[config.mk]
export PLATFORM = sky130hd
export DESIGN_NAME = mmu_feeder
export DESIGN_NICKNAME = d
export VERILOG_FILES = /design/src/rtl/mmu_pkg.sv /design/src/rtl/skew_line.sv /design/src/rtl/mmu_feeder.sv
export SDC_FILE = /design/constraint.sdc
export NUM_CORES = 1
export LEC_CHECK = 0
export ABC_AREA = 1
export CORE_MARGIN = 3
export CORE_UTILIZATION = 45
export DETAILED_ROUTE_END_ITERATION = 8
export PLACE_DENSITY = 0.68
export SETUP_SLACK_MARGIN = 0.02
export SLEW_MARGIN = 10
export SYNTH_ARGS = -nofsm -noshare
export SYNTH_HDL_FRONTEND = slang
export SYNTH_SLANG_ARGS = --single-unit
[constraint.sdc]
create_clock -name clk -period 5 [get_ports clk]
set_clock_uncertainty 0.05 [all_clocks]
set_input_delay 1.25 -clock clk [delete_from_list [all_inputs] [get_ports clk]]
set_output_delay 1.25 -clock clk [all_outputs]
set_load 0.05 [all_outputs]
[src/rtl/mmu_pkg.sv]
`default_nettype none
// ============================================================================
// Module      : mmu_pkg
// Description : Shared array geometry and feeder state encoding for the
//               4x4 weight-stationary mmu and its input-side feeder.
// Revision    : 1.0 - initial release
// ============================================================================
package mmu_pkg;

  localparam int MMU_DEPTH     = 4;  // activation lanes
  localparam int MMU_BIT_WIDTH = 8;  // element width
  localparam int MMU_SIZE      = 4;  // weight rows / pipeline stages

  typedef enum logic [2:0] {
    IDLE       = 3'd0,
    WT_COLLECT = 3'd1,
    WT_SHIFT   = 3'd2,
    STREAM     = 3'd3,
    FLUSH      = 3'd4,
    DONE       = 3'd5
  } state_t;

  // Cycles needed after the last row so that its last lane has left the
  // skew and traversed every array stage.
  function automatic int flush_cycles(input int d, input int s);
    return d - 1 + s;
  endfunction

endpackage
`default_nettype wire

[src/rtl/skew_line.sv]
`default_nettype none
// ============================================================================
// Module      : skew_line
// Description : Per-lane delay line. LEN delay stages followed by one output
//               register, so the total latency is LEN+1 cycles. Synchronous
//               clear returns every stage to zero.
// Revision    : 1.0 - initial release
// ============================================================================
module skew_line #(
  parameter int WIDTH = 8,
  parameter int LEN   = 0
) (
  input  logic             clk,
  input  logic             rst,
  input  logic [WIDTH-1:0] i_d,
  output logic [WIDTH-1:0] o_q
);

  // Stage LEN is the output register; stages 0..LEN-1 provide the skew.
  logic [WIDTH-1:0] r_sr [LEN+1];

  // Shift one stage per cycle; clear everything on reset.
  always_ff @(posedge clk) begin
    if (rst) begin
      for (int k = 0; k <= LEN; k++) begin
        r_sr[k] <= '0;
      end
    end else begin
      r_sr[0] <= i_d;
      for (int k = 1; k <= LEN; k++) begin
        r_sr[k] <= r_sr[k-1];
      end
    end
  end

  assign o_q = r_sr[LEN];

endmodule
`default_nettype wire

[src/rtl/mmu_feeder.sv]
`default_nettype none
// ============================================================================
// Module      : mmu_feeder
// Description : Input-side sequencer for the weight-stationary mmu array.
//               Collects weight rows, shifts them in reverse order, streams
//               activations through a per-lane diagonal skew, flushes the
//               pipe and pulses done.
// Revision    : 1.0 - initial release
// ============================================================================
module mmu_feeder
  import mmu_pkg::*;
#(
  parameter int DEPTH     = MMU_DEPTH,
  parameter int BIT_WIDTH = MMU_BIT_WIDTH,
  parameter int SIZE      = MMU_SIZE
) (
  input  logic                       clk,
  input  logic                       rst,
  input  logic                       wt_valid,
  output logic                       wt_ready,
  input  logic [BIT_WIDTH*DEPTH-1:0] wt_row,
  input  logic                       in_valid,
  output logic                       in_ready,
  input  logic [BIT_WIDTH*DEPTH-1:0] in_row,
  input  logic                       in_last,
  output logic                       control,
  output logic [BIT_WIDTH*DEPTH-1:0] wt_arr,
  output logic [BIT_WIDTH*DEPTH-1:0] data_arr,
  output logic                       data_vld,
  output logic                       busy,
  output logic                       done
);

  localparam int ROW_W     = BIT_WIDTH * DEPTH;
  localparam int FLUSH_LEN = flush_cycles(DEPTH, SIZE);
  localparam int CNT_MAX   = (FLUSH_LEN > SIZE) ? FLUSH_LEN : SIZE;
  localparam int CNT_W     = $clog2(CNT_MAX + 1);
  localparam int IDX_W     = (SIZE > 1) ? $clog2(SIZE) : 1;

  state_t                      r_state;
  logic [CNT_W-1:0]            r_cnt;
  logic [SIZE-1:0][ROW_W-1:0]  r_wbuf;
  logic                        r_wt_ready;
  logic                        r_in_ready;
  logic                        r_control;
  logic [ROW_W-1:0]            r_wt_arr;
  logic                        r_data_vld;
  logic                        r_busy;
  logic                        r_done;

  logic                        w_wt_hs;
  logic                        w_in_hs;
  logic [IDX_W-1:0]            w_widx;
  logic [IDX_W-1:0]            w_ridx;
  logic [BIT_WIDTH-1:0]        w_lane_in  [DEPTH];
  logic [BIT_WIDTH-1:0]        w_lane_out [DEPTH];

  // Ready flags are only ever high in their own state, so they double as
  // the state qualifier for the handshakes.
  assign w_wt_hs = r_wt_ready & wt_valid;
  assign w_in_hs = r_in_ready & in_valid;

  // Write slot during collection; read slot for the next shift cycle,
  // walking the buffer from the last-loaded row back to the first.
  assign w_widx = r_cnt[IDX_W-1:0];
  assign w_ridx = IDX_W'(SIZE - 1) - r_cnt[IDX_W-1:0];

  // Sequencer: state, counter, weight buffer and all control outputs.
  always_ff @(posedge clk) begin
    if (rst) begin
      r_state    <= IDLE;
      r_cnt      <= '0;
      r_wbuf     <= '0;
      r_wt_ready <= 1'b0;
      r_in_ready <= 1'b0;
      r_control  <= 1'b0;
      r_wt_arr   <= '0;
      r_busy     <= 1'b0;
      r_done     <= 1'b0;
    end else begin
      r_control <= 1'b0;
      r_wt_arr  <= '0;
      r_done    <= 1'b0;
      case (r_state)
        IDLE: begin
          r_state    <= WT_COLLECT;
          r_cnt      <= '0;
          r_wt_ready <= 1'b1;
          r_busy     <= 1'b1;
        end
        WT_COLLECT: begin
          if (w_wt_hs) begin
            r_wbuf[w_widx] <= wt_row;
            if (r_cnt == CNT_W'(SIZE - 1)) begin
              // The last row collected is the first one shifted, so it is
              // forwarded straight to the output without a buffer read.
              r_state    <= WT_SHIFT;
              r_wt_ready <= 1'b0;
              r_control  <= 1'b1;
              r_wt_arr   <= wt_row;
              r_cnt      <= CNT_W'(1);
            end else begin
              r_cnt <= r_cnt + CNT_W'(1);
            end
          end
        end
        WT_SHIFT: begin
          if (r_cnt == CNT_W'(SIZE)) begin
            r_state    <= STREAM;
            r_in_ready <= 1'b1;
            r_cnt      <= '0;
          end else begin
            r_control <= 1'b1;
            r_wt_arr  <= r_wbuf[w_ridx];
            r_cnt     <= r_cnt + CNT_W'(1);
          end
        end
        STREAM: begin
          if (w_in_hs && in_last) begin
            r_state    <= FLUSH;
            r_in_ready <= 1'b0;
            r_cnt      <= '0;
          end
        end
        FLUSH: begin
          if (r_cnt == CNT_W'(FLUSH_LEN - 1)) begin
            r_state <= DONE;
            r_done  <= 1'b1;
            r_cnt   <= '0;
          end else begin
            r_cnt <= r_cnt + CNT_W'(1);
          end
        end
        DONE: begin
          r_state <= IDLE;
          r_busy  <= 1'b0;
        end
        default: begin
          r_state    <= IDLE;
          r_cnt      <= '0;
          r_wt_ready <= 1'b0;
          r_in_ready <= 1'b0;
          r_busy     <= 1'b0;
        end
      endcase
    end
  end

  // Valid tag travels with lane 0, which has no skew stages.
  always_ff @(posedge clk) begin
    if (rst) begin
      r_data_vld <= 1'b0;
    end else begin
      r_data_vld <= w_in_hs;
    end
  end

  // One skew line per lane; lane i (lane 0 in the MSBs) is delayed i cycles
  // ahead of its output register. Zeros enter whenever no row is accepted.
  generate
    for (genvar gi = 0; gi < DEPTH; gi++) begin : g_lane
      assign w_lane_in[gi] = w_in_hs ? in_row[(DEPTH-1-gi)*BIT_WIDTH +: BIT_WIDTH]
                                     : '0;

      skew_line #(
        .WIDTH (BIT_WIDTH),
        .LEN   (gi)
      ) u_skew (
        .clk (clk),
        .rst (rst),
        .i_d (w_lane_in[gi]),
        .o_q (w_lane_out[gi])
      );

      assign data_arr[(DEPTH-1-gi)*BIT_WIDTH +: BIT_WIDTH] = w_lane_out[gi];
    end
  endgenerate

  assign wt_ready = r_wt_ready;
  assign in_ready = r_in_ready;
  assign control  = r_control;
  assign wt_arr   = r_wt_arr;
  assign data_vld = r_data_vld;
  assign busy     = r_busy;
  assign done     = r_done;

endmodule
`default_nettype wire

Yosys cells after proc, flatten, opt, wreduce, memory -nomap -nowiden

Memory sizes are Yosys's and may differ from the RTL's.
Index checks and enable logic that the tools add are counted.

Bits in latches: 0
Memory bits (read-only): 0
Logic and storage cells: 114
Output and inout port bits: 70
Memories: 4
Input bits: 69
Bits in writable memories: 80
Bits in registers: 172

Memory list:

| name                  | depth | width | read ports | clocked after Yosys merged registers in | write ports | RTL line        | RTL |
|---|---|---|---|---|---|---|---|
| g_lane[3].u_skew.r_sr | 4     | 8     | 4          | 0                                       | 4           | skew_line.sv:20 | `logic [WIDTH-1:0] r_sr [LEN+1];` |
| g_lane[2].u_skew.r_sr | 3     | 8     | 3          | 0                                       | 3           | skew_line.sv:20 |  |
| g_lane[1].u_skew.r_sr | 2     | 8     | 2          | 0                                       | 2           | skew_line.sv:20 |  |
| g_lane[0].u_skew.r_sr | 1     | 8     | 1          | 0                                       | 1           | skew_line.sv:20 |  |

Equal/unequal tests: 13
Add/sub/neg operators: 2
$mul: 0
Bitwise gates (word level): 15
Reductions and logical operators: 13
Divide/modulo/power cells: 0
$lt $le $gt $ge: 3
Multiplexer cells: 51
Shift-type cells: 0

Operator list:

| cell                                                                   | number |
|---|---|
| 32-bit two-way mux                                                     | 5 |
| 128-bit bitwise mux                                                    | 1 |
| 8-bit two-way mux                                                      | 14 |
| 32-bit binary-select mux with 2-bit select                             | 1 |
| 32-bit demux with 2-bit select                                         | 1 |
| 32-bit one-hot mux with 2 select lines                                 | 1 |
| 3-bit two-way mux                                                      | 10 |
| 3-bit one-hot mux with 5 select lines                                  | 2 |
| 3-bit equality test (second input constant)                            | 4 |
| 1-bit two-way mux                                                      | 12 |
| 4-bit OR reduction                                                     | 3 |
| 2-bit inequality test (second input constant)                          | 5 |
| 3-bit by 2-bit equality test with 1-bit output (second input constant) | 3 |
| 1-bit OR                                                               | 9 |
| 3-bit AND reduction                                                    | 3 |
| 8-bit OR reduction                                                     | 1 |
| 2-bit by 3-bit < comparator with 1-bit output (second input constant)  | 2 |
| 1-bit one-hot mux with 3 select lines                                  | 2 |
| 5-bit AND reduction                                                    | 1 |
| 1-bit NOT                                                              | 4 |
| 1-bit one-hot mux with 2 select lines                                  | 2 |
| 3-bit by 1-bit adder with 3-bit output (second input constant)         | 1 |
| 3-bit by 1-bit equality test with 1-bit output (second input constant) | 1 |
| 3-bit zero test                                                        | 1 |
| 6 further kinds                                                        | 8 |

Depth between registers and ports, before layout

Depth after elaboration: 5
Gate-level depth with buffers: 12
Gate-level depth less buffers: 9

Cells and area by module

A second synthesis with hierarchy kept.

Cell total of the unflattened synthesis: 1343
Area total of the unflattened synthesis: 9985.8 um2

Modules (own cells, without submodules):

| module                       | area an instance (um2) | instances | cells each | seq. area each (um2) |
|---|---|---|---|---|
| mmu_feeder                   | 7562.3                 | 1         | 1079       | 3443.3 |
| skew_line (g_lane[3].u_skew) | 914.6                  | 1         | 99         | 640.6 |
| skew_line (g_lane[2].u_skew) | 743.2                  | 1         | 82         | 480.5 |
| skew_line (g_lane[1].u_skew) | 534.3                  | 1         | 58         | 320.3 |
| skew_line (g_lane[0].u_skew) | 231.5                  | 1         | 25         | 160.2 |

Worst setup path before layout

No wires, ideal clock.

Path kind: input port to flip-flop
From: in wt_valid
To: reg r_wt_arr[22], in the netlist wt_arr[22]
Library setup time: 0.070 ns
Cell stages on the path: 5
Arrival: 2.100 ns
Path slack: 2.780 ns
Data required time: 4.880 ns
Buffers on the path: 1
Path through: nand2_1 > nor3_2 > buf_2 > nand2_1 > a21oi_1

Longest elaborated chain between the ends: 3

RTL lines:

| element                                | RTL line          | RTL |
|---|---|---|
| start: declaration                     | mmu_feeder.sv:19  | `input logic wt_valid,` |
| 1-bit bitwise AND                      | mmu_feeder.sv:60  | `assign w_wt_hs = r_wt_ready & wt_valid;` |
| 32-bit two-way mux                     | mmu_feeder.sv:92  | `if (w_wt_hs) begin` |
| 32-bit one-hot mux with 2 select lines | mmu_feeder.sv:84  | `case (r_state)` |
| end signal: assignment                 | mmu_feeder.sv:100 | `r_wt_arr <= wt_row;` |
| end signal: assignment                 | mmu_feeder.sv:114 | `r_wt_arr <= r_wbuf[w_ridx];` |
| end: declaration                       | mmu_feeder.sv:46  | `logic [ROW_W-1:0] r_wt_arr;` |

Every way passes these cells.
A chain may end at the register's enable or synchronous reset.

Worst setup path in the final report

From: reg r_cnt[0]
To: reg r_wt_arr[29], in the netlist wt_arr[29]

Longest elaborated chain between the ends: 5
Elaborated cells on any way between the ends: 9
Classes of those cells: add/sub (1); eq/ne (2); mux (6)

RTL lines:

| element                                    | RTL line          | RTL |
|---|---|---|
| start: declaration                         | mmu_feeder.sv:41  | `logic [CNT_W-1:0] r_cnt;` |
| start signal: assignment                   | mmu_feeder.sv:103 | `r_cnt <= r_cnt + CNT_W'(1);` |
| start signal: assignment                   | mmu_feeder.sv:115 | `r_cnt <= r_cnt + CNT_W'(1);` |
| start signal: assignment                   | mmu_feeder.sv:131 | `r_cnt <= r_cnt + CNT_W'(1);` |
| 2-bit subtractor                           | mmu_feeder.sv:66  | `assign w_ridx = IDX_W'(SIZE - 1) - r_cnt[IDX_W-1:0];` |
| 32-bit binary-select mux with 2-bit select | mmu_feeder.sv:114 |  |
| 32-bit two-way mux (not written as such)   | mmu_feeder.sv:114 |  |
| 32-bit two-way mux                         | mmu_feeder.sv:108 | `if (r_cnt == CNT_W'(SIZE)) begin` |
| 32-bit one-hot mux with 2 select lines *   | mmu_feeder.sv:84  |  |

Every way passes the cells marked *; elsewhere a longest branch is shown, timed or not. The select of a mux whose other input is x is not followed.

==> results by group <==
Clocking
  • Buffer count from post-CTS setup fixing: 0
  • Root buf cell: sky130_fd_sc_hd__clkbuf_16
  • Clock transition at path regs: about 0.06 ns
  • Clock tree from TritonCTS: done
  • Sink Count: ~250
  • Number of clock buffers inserted by TritonCTS: 27
  • Number of gates given a new drive strength after cts: 0
  • Level count of the clock H-tree: 1
  • Hold Buf Count CTS: 0
  • Later-pin clock latency in the skew report: approximately 0.53 ns
  • Max Root-Sink Buffers: 3

Setup path
  • Required time of the worst setup path: between 5 and 6 ns
  • Crit. End Element: flip-flop
  • Nature of the critical path startpoint: flip-flop
  • Category of the critical setup timing path: flip-flop to flip-flop
  • Highest fanout seen on the critical path: between 50 and 60
  • Signal arrival time at the worst endpoint: around 3.5 ns

Timing
  • Post-route minimum period: ~3.1 ns
  • Setup_tns: 0 ns
  • Worst slew margin relative to its limit: approximately a quarter
  • Final worst-path cycle share: around 61%
  • Worst Max-Slew Pin Slew: between 1 and 1.5 ns
  • Maximum frequency from static timing analysis: about 330 MHz
  • Unrepaired setup endpoints after global routing: false
  • Min setup slack post-route: just under 2 ns
  • Setup violation total in the final timing report: 0
  • Number of pins exceeding their max-slew limit in the final report: 0
  • Hold Violations, Final: 0

Place
  • Final weighted congestion of routability-driven global placement: about 0.81
  • Detailed placer's ending HPWL: around 14 mm
  • Total of buffers placed on input and output ports: between 100 and 150
  • Post-placement worst setup slack: between 1.5 and 2 ns

Floorplanning
  • Vertical extent of the die: 154 um
  • Number of placement rows: 53
  • Placeable core region: 0.0213 mm2
  • Initial Utilization: between 40% and 50%
  • Chip width: between 150 and 200 um
  • Number of primary I/O pins: 139
  • Die Footprint: around 0.024 mm2

Worst hold path
  • Tightest Hold Check Type: flip-flop to flip-flop

Logic synthesis
  • Post-synthesis sequential area ratio: 51.3%
  • Ys Warns: 0
  • Mean instance size in the synthesized netlist: approximately 7.5 um2
  • Cell variety after synth: 22
  • Post-synthesis instance area: a little under 0.01 mm2
  • Number of storage elements in the synthesis netlist: about 250
  • Mapped Nets: about 1,400
  • Post-synthesis instance total: about 1,300

Global routing
  • Via count of the first global-routing pass: 8,178
  • Antenna violations before repair: 0
  • Met2 track demand over resource in global routing: around 33%
  • Overall Global Routing Usage: between 20% and 30%
  • First-pass GRT wire length: ~40 mm
  • Met3 GRT Util: 5.15%
  • Maximum number of pins on one net before global-route repair: roughly 130
  • Total grt overflow: 0
  • Met1 usage in global routing: about 28%
  • Global routing's busiest layer: met2

Finish
  • Fill cell instance count of the final layout: 1,963
  • Fraction of final layout cells with drive strength greater than 1: approximately 5.2%
  • Highest-count cells in the layout ignoring fill and taps: sky130_fd_sc_hd__dfxtp_1 (251), sky130_fd_sc_hd__nand2_1 (230), sky130_fd_sc_hd__nor2_1 (194), sky130_fd_sc_hd__a21oi_1 (165), sky130_fd_sc_hd__nand3_1 (141)
  • Growth of design area from synthesis to finish: 22.7%
  • Most common library cell in the layout ignoring fill and taps: sky130_fd_sc_hd__dfxtp_1
  • Number of nets in the final layout: around 1,500
  • N_diodes: 0

Pwr
  • Power density over the cells: roughly 440 mW/mm2
  • Leakage: ~4.3 nW
  • Worst-case vdd ir drop: between 200 and 300 uV

Drt
  • Detail-routed net length per standard cell: between 10 and 15 um
  • Drt initial violations: roughly 930
  • DRT antenna net count: 0
  • Final routed wirelength across all metal layers: ~25 mm
  • Total DRC errors in the routed layout: 0
  • Ratio of routed vias to standard cells: slightly above 5
  • Pre-antenna DRT Iters: 5
  • Via Count: 8,726

Job
  • Number of max-cap violations: 0

Outcome
  • Outcome: completed
## state kept, by name, summed over array words and instances (netlist names)
name                cells
data_vld                1
wt_ready                1
wt_arr                 32
r_cnt                   3
r_wbuf                128
busy                    1
in_ready                1
r_state                 3
done                    1
control                 1
g_lane.u_skew.r_sr     80
## stage by stage
stage	instance area (um2)	std cells	power, mW	hold WS [ns]	util (%)
finish	12100	1685	5.30	0.343	56.7
floorplan	9840	1317	2.95	0.338	-
detailed placement	11100	1637	3.28	0.343	52.3
global placement	11100	1637	3.28	0.339	52.3
CTS	12100	1685	5.34	0.348	56.7
global route	12100	1685	5.57	0.361	56.7
## cell type report
| cell class | instances | area (um2) | area share, % |
|---|---|---|---|
| clock inverter | 5 | 85.1 | 0.705 |
| inverter | 101 | 379 | 3.14 |
| sequential | 252 | 5050 | 41.8 |
| clock buffer | 43 | 856 | 7.09 |
| timing repair buffer | 158 | 1540 | 12.8 |
| multi-input combinational | 851 | 3820 | 31.7 |
| tap | 275 | 344 | 2.85 |
## logic make-up (layout without fill, tap and decap cells)
family	count (synthesis)	after routing	share of synthesized area (%)
AOI/OAI and AO/OA	267	267	13.6
adders and majority gates	8	8	1.02
buffers and inverters	214	307	9.95
DFF	252	252	51.3
and+or+nand+nor	576	576	24.2
## critical path, cell delays in order (launching register included)
cell	delay, ns
sky130_fd_sc_hd__dfxtp_2	0.58
sky130_fd_sc_hd__buf_4	0.62
sky130_fd_sc_hd__ha_1	0.29
sky130_fd_sc_hd__nand2_1	0.13
sky130_fd_sc_hd__nor3_4	0.69
sky130_fd_sc_hd__buf_4	0.37
sky130_fd_sc_hd__nand2_1	0.07
sky130_fd_sc_hd__a21oi_1	0.17
## cells in the mapped netlist
library cell	number	area [um2]
sky130_fd_sc_hd__dfxtp_1	252	5040
sky130_fd_sc_hd__nand2_1	230	863
sky130_fd_sc_hd__nor2_1	194	728
sky130_fd_sc_hd__a21oi_1	165	826
sky130_fd_sc_hd__nand3_1	141	706
sky130_fd_sc_hd__o21ai_0	101	505
sky130_fd_sc_hd__inv_1	99	372
sky130_fd_sc_hd__clkbuf_1	68	255
sky130_fd_sc_hd__buf_4	17	128
sky130_fd_sc_hd__buf_6	13	146
sky130_fd_sc_hd__buf_2	12	60.1
sky130_fd_sc_hd__ha_1	8	100
sky130_fd_sc_hd__nand4_1	4	25.0
sky130_fd_sc_hd__buf_1	3	11.3
sky130_fd_sc_hd__inv_2	2	7.51
sky130_fd_sc_hd__nor2_4	2	22.5
sky130_fd_sc_hd__a21boi_0	1	7.51
sky130_fd_sc_hd__nand2_2	1	6.26
sky130_fd_sc_hd__nand3b_1	1	7.51
sky130_fd_sc_hd__nor2_2	1	6.26
sky130_fd_sc_hd__nor3_1	1	5.00
sky130_fd_sc_hd__nor3_2	1	10.0
## where the power goes
| group | leakage, nW | total [mW] | switching [mW] | internal (mW) |
|---|---|---|---|---|
| clock | 0.466 | 2.06 | 0.790 | 1.27 |
| combinational | 1.79 | 1.12 | 0.796 | 0.323 |
| sequential | 2.03 | 2.12 | 0.0616 | 2.06 |
| total | 4.28 | 5.30 | 1.65 | 3.65 |
## metal layers
metal	wire, um	vias to the layer above
met3	2250	37
met5	0	-
li1	-	4354
met1	10900	4027
met4	393	0
met2	11200	308
## worst paths after layout
path                                      end  cells after the start                        start  slack [ns]
hold reg to reg   g_lane[2].u_skew.r_sr[0][9]                      2  g_lane[2].u_skew.r_sr[0][1]        0.34
hold / removal    g_lane[2].u_skew.r_sr[0][9]                      2  g_lane[2].u_skew.r_sr[0][1]        0.34
setup / recovery                   wt_arr[29]                      7                     r_cnt[0]        1.94
setup reg to reg                   wt_arr[29]                      7                     r_cnt[0]        1.94
No activity file was read; power rests on OpenSTA's default activity.
